<file path="src/rtl/ascon_seq_fsm_if.sv">
// Host handshake of the Ascon round sequencer: operation start/mode, data-block offer, status.
interface ascon_seq_fsm_if;
  logic i_start;
  logic i_decrypt;
  logic i_ad_present;
  logic i_data_valid;
  logic i_last_block;
  logic o_ready;
  logic o_busy;
  logic o_done;

  modport master (
    output i_start, i_decrypt, i_ad_present, i_data_valid, i_last_block,
    input  o_ready, o_busy, o_done
  );

  modport slave (
    input  i_start, i_decrypt, i_ad_present, i_data_valid, i_last_block,
    output o_ready, o_busy, o_done
  );
endinterface

</file>
<file path="src/rtl/ascon_seq_fsm.sv">
// Ascon AEAD round sequencer: Moore FSM driving the permutation datapath enables.
// Optional abort input/pulse output is built when ASCON_SEQ_FSM_ABORT_EN is defined.
module ascon_seq_fsm #(
  parameter int unsigned NB_ROUNDS_A = 12,
  parameter int unsigned NB_ROUNDS_B = 6,
  parameter int unsigned BLOCK_CNT_W = 4
) (
  input  logic                   clock,
  input  logic                   reset_n,
  input  logic                   i_sys_enable,
`ifdef ASCON_SEQ_FSM_ABORT_EN
  input  logic                   i_abort,
  output logic                   o_aborted,
`endif
  ascon_seq_fsm_if.slave         bus,
  output logic                   o_decrypt,
  output logic [3:0]             o_round,
  output logic [BLOCK_CNT_W-1:0] o_block_count,
  output logic                   o_mux_select,
  output logic                   o_enable_state_reg,
  output logic                   o_enable_xor_data_begin,
  output logic                   o_enable_xor_key_begin,
  output logic                   o_enable_xor_key_end,
  output logic                   o_enable_xor_lsb_end,
  output logic                   o_enable_cipher_reg,
  output logic                   o_valid_cipher,
  output logic                   o_enable_tag_reg
);

  typedef enum logic [2:0] {
    S_IDLE, S_INIT, S_WAIT_AD, S_AD, S_WAIT_PT, S_PT, S_FIN, S_DONE
  } state_t;

  localparam logic [3:0]             LP_A_LAST  = 4'(NB_ROUNDS_A - 1);
  localparam logic [3:0]             LP_B_LAST  = 4'(NB_ROUNDS_B - 1);
  localparam logic [BLOCK_CNT_W-1:0] LP_CNT_MAX = '1;

  state_t                 r_state;
  state_t                 w_state_nxt;
  logic [3:0]             r_round;
  logic [3:0]             w_round_nxt;
  logic [BLOCK_CNT_W-1:0] r_block_count;
  logic [BLOCK_CNT_W-1:0] w_block_count_nxt;
  logic                   r_decrypt;
  logic                   r_ad_present;
  logic                   r_last;
  logic                   w_abort;
  logic                   w_abort_hit;
  logic                   w_in_round;
  logic                   w_long_round;
  logic                   w_round_last;
  logic                   w_round0;
  logic                   w_ready;
  logic                   w_accept;
  logic                   w_start_op;

`ifdef ASCON_SEQ_FSM_ABORT_EN
  logic r_aborted;
  assign w_abort   = i_abort;
  assign o_aborted = r_aborted;
`else
  assign w_abort   = 1'b0;
`endif

  assign w_in_round   = (r_state == S_INIT) || (r_state == S_AD) ||
                        (r_state == S_PT)   || (r_state == S_FIN);
  assign w_long_round = (r_state == S_INIT) || (r_state == S_FIN);
  assign w_round_last = (r_round == (w_long_round ? LP_A_LAST : LP_B_LAST));
  assign w_round0     = (r_round == 4'd0);
  assign w_ready      = (r_state == S_WAIT_AD) || (r_state == S_WAIT_PT);
  assign w_accept     = w_ready && bus.i_data_valid;
  assign w_start_op   = (r_state == S_IDLE) && bus.i_start && i_sys_enable;
  assign w_abort_hit  = w_abort && (r_state != S_IDLE) && i_sys_enable;

  always_comb begin
    w_state_nxt = r_state;
    case (r_state)
      S_IDLE:    if (bus.i_start)      w_state_nxt = S_INIT;
      S_INIT:    if (w_round_last)     w_state_nxt = r_ad_present ? S_WAIT_AD : S_WAIT_PT;
      S_WAIT_AD: if (bus.i_data_valid) w_state_nxt = S_AD;
      S_AD:      if (w_round_last)     w_state_nxt = r_last ? S_WAIT_PT : S_WAIT_AD;
      S_WAIT_PT: if (bus.i_data_valid) w_state_nxt = bus.i_last_block ? S_FIN : S_PT;
      S_PT:      if (w_round_last)     w_state_nxt = S_WAIT_PT;
      S_FIN:     if (w_round_last)     w_state_nxt = S_DONE;
      S_DONE:                          w_state_nxt = S_IDLE;
      default:                         w_state_nxt = S_IDLE;
    endcase
    // Abort, then system disable, override every ordinary transition.
    if (w_abort && (r_state != S_IDLE)) w_state_nxt = S_IDLE;
    if (!i_sys_enable)                  w_state_nxt = S_IDLE;
  end

  // Round states never re-enter themselves directly, so staying put means "not last round".
  assign w_round_nxt = (w_in_round && (w_state_nxt == r_state)) ? r_round + 4'd1 : 4'd0;

  always_comb begin
    w_block_count_nxt = r_block_count;
    if (!i_sys_enable || w_abort_hit || w_start_op)
      w_block_count_nxt = '0;
    else if ((r_state == S_WAIT_PT) && w_accept && (r_block_count != LP_CNT_MAX))
      w_block_count_nxt = r_block_count + 1'b1;
  end

  always_ff @(posedge clock or negedge reset_n) begin
    if (!reset_n) begin
      r_state       <= S_IDLE;
      r_round       <= 4'd0;
      r_block_count <= '0;
      r_decrypt     <= 1'b0;
      r_ad_present  <= 1'b0;
      r_last        <= 1'b0;
    end else begin
      r_state       <= w_state_nxt;
      r_round       <= w_round_nxt;
      r_block_count <= w_block_count_nxt;
      if (w_start_op) begin
        r_decrypt    <= bus.i_decrypt;
        r_ad_present <= bus.i_ad_present;
      end
      if (w_accept)
        r_last <= bus.i_last_block;
    end
  end

`ifdef ASCON_SEQ_FSM_ABORT_EN
  always_ff @(posedge clock or negedge reset_n) begin
    if (!reset_n) r_aborted <= 1'b0;
    else          r_aborted <= w_abort_hit;
  end
`endif

  always_comb begin
    o_mux_select            = 1'b1;
    o_enable_state_reg      = 1'b0;
    o_enable_xor_data_begin = 1'b0;
    o_enable_xor_key_begin  = 1'b0;
    o_enable_xor_key_end    = 1'b0;
    o_enable_xor_lsb_end    = 1'b0;
    o_enable_cipher_reg     = 1'b0;
    o_valid_cipher          = 1'b0;
    o_enable_tag_reg        = 1'b0;
    bus.o_done              = 1'b0;
    case (r_state)
      S_INIT: begin
        o_enable_state_reg   = 1'b1;
        o_mux_select         = !w_round0;
        o_enable_xor_key_end = w_round_last;
        // Without associated data the domain-separation bit lands at the end of INIT.
        o_enable_xor_lsb_end = w_round_last && !r_ad_present;
      end
      S_AD: begin
        o_enable_state_reg      = 1'b1;
        o_enable_xor_data_begin = w_round0;
        o_enable_xor_lsb_end    = w_round_last && r_last;
      end
      S_PT: begin
        o_enable_state_reg      = 1'b1;
        o_enable_xor_data_begin = w_round0;
        o_enable_cipher_reg     = w_round0;
        o_valid_cipher          = w_round0;
      end
      S_FIN: begin
        o_enable_state_reg      = 1'b1;
        o_enable_xor_data_begin = w_round0;
        o_enable_xor_key_begin  = w_round0;
        o_enable_cipher_reg     = w_round0;
        o_valid_cipher          = w_round0;
        o_enable_xor_key_end    = w_round_last;
      end
      S_DONE: begin
        o_enable_tag_reg = 1'b1;
        bus.o_done       = 1'b1;
      end
      default: ;
    endcase
  end

  assign bus.o_ready    = w_ready;
  assign bus.o_busy     = (r_state != S_IDLE);
  assign o_decrypt      = r_decrypt;
  assign o_round        = r_round;
  assign o_block_count  = r_block_count;

endmodule
</file>
<file path="src/flat_wrapper.sv">
// flat-port wrapper written by rule: the top's interface ports become plain ports
module ascon_seq_fsm_flat 
#(
  parameter int unsigned NB_ROUNDS_A = 12,
  parameter int unsigned NB_ROUNDS_B = 6,
  parameter int unsigned BLOCK_CNT_W = 4
)
  (clock, reset_n, i_sys_enable, o_decrypt, o_round, o_block_count, o_mux_select, o_enable_state_reg, o_enable_xor_data_begin, o_enable_xor_key_begin, o_enable_xor_key_end, o_enable_xor_lsb_end, o_enable_cipher_reg, o_valid_cipher, o_enable_tag_reg, bus_i_start, bus_i_decrypt, bus_i_ad_present, bus_i_data_valid, bus_i_last_block, bus_o_ready, bus_o_busy, bus_o_done);
  ascon_seq_fsm_if bus_i ();
  input  logic clock;
  input  logic reset_n;
  input  logic i_sys_enable;
  output logic o_decrypt;
  output logic [3:0] o_round;
  output logic [BLOCK_CNT_W-1:0] o_block_count;
  output logic o_mux_select;
  output logic o_enable_state_reg;
  output logic o_enable_xor_data_begin;
  output logic o_enable_xor_key_begin;
  output logic o_enable_xor_key_end;
  output logic o_enable_xor_lsb_end;
  output logic o_enable_cipher_reg;
  output logic o_valid_cipher;
  output logic o_enable_tag_reg;
  input wire logic [$bits(bus_i.i_start)-1:0] bus_i_start;
  input wire logic [$bits(bus_i.i_decrypt)-1:0] bus_i_decrypt;
  input wire logic [$bits(bus_i.i_ad_present)-1:0] bus_i_ad_present;
  input wire logic [$bits(bus_i.i_data_valid)-1:0] bus_i_data_valid;
  input wire logic [$bits(bus_i.i_last_block)-1:0] bus_i_last_block;
  output wire logic [$bits(bus_i.o_ready)-1:0] bus_o_ready;
  output wire logic [$bits(bus_i.o_busy)-1:0] bus_o_busy;
  output wire logic [$bits(bus_i.o_done)-1:0] bus_o_done;
  assign bus_i.i_start = bus_i_start;
  assign bus_i.i_decrypt = bus_i_decrypt;
  assign bus_i.i_ad_present = bus_i_ad_present;
  assign bus_i.i_data_valid = bus_i_data_valid;
  assign bus_i.i_last_block = bus_i_last_block;
  assign bus_o_ready = bus_i.o_ready;
  assign bus_o_busy = bus_i.o_busy;
  assign bus_o_done = bus_i.o_done;
  ascon_seq_fsm #(.NB_ROUNDS_A(NB_ROUNDS_A), .NB_ROUNDS_B(NB_ROUNDS_B), .BLOCK_CNT_W(BLOCK_CNT_W)) u_core (.clock(clock), .reset_n(reset_n), .i_sys_enable(i_sys_enable), .bus(bus_i), .o_decrypt(o_decrypt), .o_round(o_round), .o_block_count(o_block_count), .o_mux_select(o_mux_select), .o_enable_state_reg(o_enable_state_reg), .o_enable_xor_data_begin(o_enable_xor_data_begin), .o_enable_xor_key_begin(o_enable_xor_key_begin), .o_enable_xor_key_end(o_enable_xor_key_end), .o_enable_xor_lsb_end(o_enable_xor_lsb_end), .o_enable_cipher_reg(o_enable_cipher_reg), .o_valid_cipher(o_valid_cipher), .o_enable_tag_reg(o_enable_tag_reg));
endmodule
</file>
<file path="config.mk">
export PLATFORM = sky130hd
export DESIGN_NAME = ascon_seq_fsm_flat
export DESIGN_NICKNAME = d
export VERILOG_FILES = /design/src/rtl/ascon_seq_fsm_if.sv /design/src/rtl/ascon_seq_fsm.sv /design/src/flat_wrapper.sv
export SDC_FILE = /design/constraint.sdc
export NUM_CORES = 1
export LEC_CHECK = 0
export BUFFER_PORTS_ARGS = -buffer_cell sky130_fd_sc_hd__buf_4
export CORE_AREA = 2 2 44 87
export CTS_CLUSTER_SIZE = 8
export DETAILED_ROUTE_END_ITERATION = 16
export DIE_AREA = 0 0 46 89
export GPL_TIMING_DRIVEN = 1
export PLACE_DENSITY = 0.47
export SETUP_SLACK_MARGIN = 0.15
export SLEW_MARGIN = 20
export SYNTH_ARGS = -nofsm -noshare
export SYNTH_HDL_FRONTEND = slang
export SYNTH_SLANG_ARGS = --single-unit
</file>
<file path="constraint.sdc">
create_clock -name clock -period 2.8 [get_ports clock]
set_input_delay 0 -clock clock [delete_from_list [all_inputs] [get_ports clock]]
set_output_delay 0 -clock clock [all_outputs]
set_load 0.05 [all_outputs]
</file>
==> out/qor.txt <==
# port buffers -> 28
sequential power share -> 0.439
sequential area share after synthesis -> 0.3553
first-pass GRT wire length -> 3.967 mm
Gate Count Post-Synth -> 110
Post-synth EDFFs -> 0
Final Instance Area -> 0.001295 mm^2
setup bufs post-CTS -> 0
maximum vdd drop -> 0.0002876 V
most frequent cells in the layout -> 28 x buf_4, 14 x dfrtp_1, 13 x nand2_1
crit-path cells -> nand2b_1, a311oi_2, nor2b_1, buf_4
Slew @ Worst Pin -> 528.4 ps
Area contributors post-synth -> dfrtp_1 36%, nand2_1 4.9%, nor2_1 4.6%
NetSw -> 0.0001338 W
Critical Path Max Stage Delay -> 670 ps
status -> completed
Yosys reg bits -> 14
hpwl dp -> 1.871 mm
antenna cells -> 0
Synth top area share -> 0.3553
post-synth top area cell -> dfrtp_1
fin crit period -> 1747 ps
fillcell total -> 371
synthesized area -> 985.9 um^2
fin worst setup slack -> 1053 ps
setup_tns -> 0 ps
Clock Pin Slew Worst Setup and Hold Paths -> 60 ps
Data arrival, critical path -> 1750 ps
dpl cell area -> 0.001200 mm^2
Total Wirelength -> 2.399 mm
CTS Root Cell -> clkbuf_8
top_reg_cell synth -> dfrtp_1
unrepaired setup endpoints after global routing -> false
Slew headroom -> 0.6477
total vias in the final route -> 884
Final Power -> 0.0005007 W
post-cts sizing count -> 0
Setup crit end kind -> output port
syn nets -> 121
number of global-route vias before repair -> 894
Setup violations, final -> 0
crit start category -> flip-flop
slowest CP cell -> dfrtp_1
number of antenna violations at the first check in global routing -> 0
Async SR Flop Fraction -> 1.000
Worst Path Buf+Inv -> 1
Pre-antenna DRT Iters -> 4
final period utilization -> 0.6240
Iter 0 DRT Violations -> 19
NumNets Final -> 152
Lkg Pwr -> 0.6539 nW
syn_area_per_cell -> 8.963 um^2
Worst Path Required -> 2800 ps
clk sink count -> 14
Net Sw Frac -> 0.2672
Syn-to-layout area delta -> 31.34%
Max Root-Sink Buffers -> 2
Yosys cell types -> 38
# rows -> 30
core box area -> 0.003378 mm^2
ratio of cells with drive above 1 in the final layout -> 0.3071
pwr dens -> 386.6 mW/mm^2
Routed Antenna Nets -> 0
crit path kind -> reg2out
Clock Skew -> 0.9967 ps
final hold vios -> 0
WL per Instance -> 13.95 um
Clk Latency, worst-skew pair -> 240 ps
delay-heaviest family, CP -> flip-flops
Die ar. -> 0.004094 mm^2
crit-path max FO -> 18
H-tree depth -> 1
Internal -> 0.0003669 W
Clk pwr share -> 0.394
CTS buffer count -> 3
GRT Total Usage -> 0.1301
Warnings, synthesis -> 0
cts hold-fix bufs -> 4
Placement Setup Slack -> 1282 ps
grt ovf -> 0
Max Cap Viol -> 0
Max Slew Vio Count -> 0
worst hold path type -> in2reg
part of the power in combinational logic -> 0.167
largest net degree at the start of global routing -> 19
commonest non-fill, non-tap cell in the layout -> buf_4
placer congestion estimate -> 0.8134
DRC Markers -> 0
Ports -> 29
CTS tree -> yes
Fmax -> 572.4 MHz
vias per cell -> 5.140
chip width -> 46 um
Initial Utilization -> 0.2919
Die Ht -> 89 um
-- layer usage --
layer	up-vias	GRT usage	wire length, um
li1	440	-	-
met1	402	0.1448	983
met2	32	0.2172	1185
met3	10	0.01818	111
met4	0	0.08831	119
met5	-	0	0
-- kinds of logic (layout without fill, tap and decap cells) --
group           Yosys count  count (layout)  synth area share
compound gates           21              21            0.1739
xor+xnor                  5               5           0.04441
fa+ha+maj                 3               3           0.03808
buf+inv                  12              42           0.05964
flops                    14              14            0.3553
mux                       3               3           0.03426
simple gates             52              52            0.2944
-- through the flow --
stage	hold WS [ps]	cells	util
2_1_floorplan	-295.6	110	-
3_3_place_gp	-138.7	164	0.3552
3_5_place_dp	-137.5	164	0.3552
4_1_cts	37.57	172	0.3833
5_1_grt	41.37	172	0.3833
6_report	44.03	172	0.3833
-- path summary, 6_finish.rpt --
kind	start	endpoint	slack, ps	depth (start not counted)
min reg2reg	u_core.o_decrypt	u_core.o_decrypt	510	1
max reg2reg	u_core.r_state[1]	u_core.r_last	1260	4
min in group asynchronous	reset_n	u_core.o_block_count[2]	130	2
max in group asynchronous	reset_n	u_core.r_state[1]	2500	2
min	i_sys_enable	u_core.r_state[1]	40	2
max	u_core.r_state[0]	o_enable_xor_lsb_end	1050	4
-- state kept, by name, indices dropped and copies added (netlist names) --
register and cells:
u_core.o_block_count 4, u_core.o_round 4, u_core.r_state 3, u_core.o_decrypt 1, u_core.r_ad_present 1, u_core.r_last 1
-- power groups by stage --
stage	registers [W]	logic, W	clock network (W)
floorplan	0.000231	0.0000401	0
global placement	0.000223	0.0000796	0
detailed placement	0.000223	0.0000801	0
CTS	0.000220	0.0000847	0.000200
global route	0.000222	0.0000917	0.000210
finish	0.000220	0.0000836	0.000197
-- layout make-up --
cell class                      count  area (um^2)  share of cell area
Multi-Input combinational cell     84        576.8              0.4454
Sequential cell                    14        350.3              0.2705
Timing Repair Buffer               32        250.2              0.1932
Clock buffer                        4        55.05             0.04251
Tap cell                           32        40.04             0.03092
Inverter                            6        22.52             0.01739
-- synthesized netlist by cell type, types with 2 or more instances --
library cell  number
dfrtp_1           14
nand2_1           13
nor2_1            12
nand3_1            7
a21oi_1            6
inv_1              6
nand2b_1           5
xor2_1             4
buf_4              3
ha_1               3
nor2b_1            3
and2_1             2
and3_1             2
buf_2              2
mux2_2             2
nor3_1             2
o211a_1            2
o21ai_0            2
(Power assumes the default switching activity.)
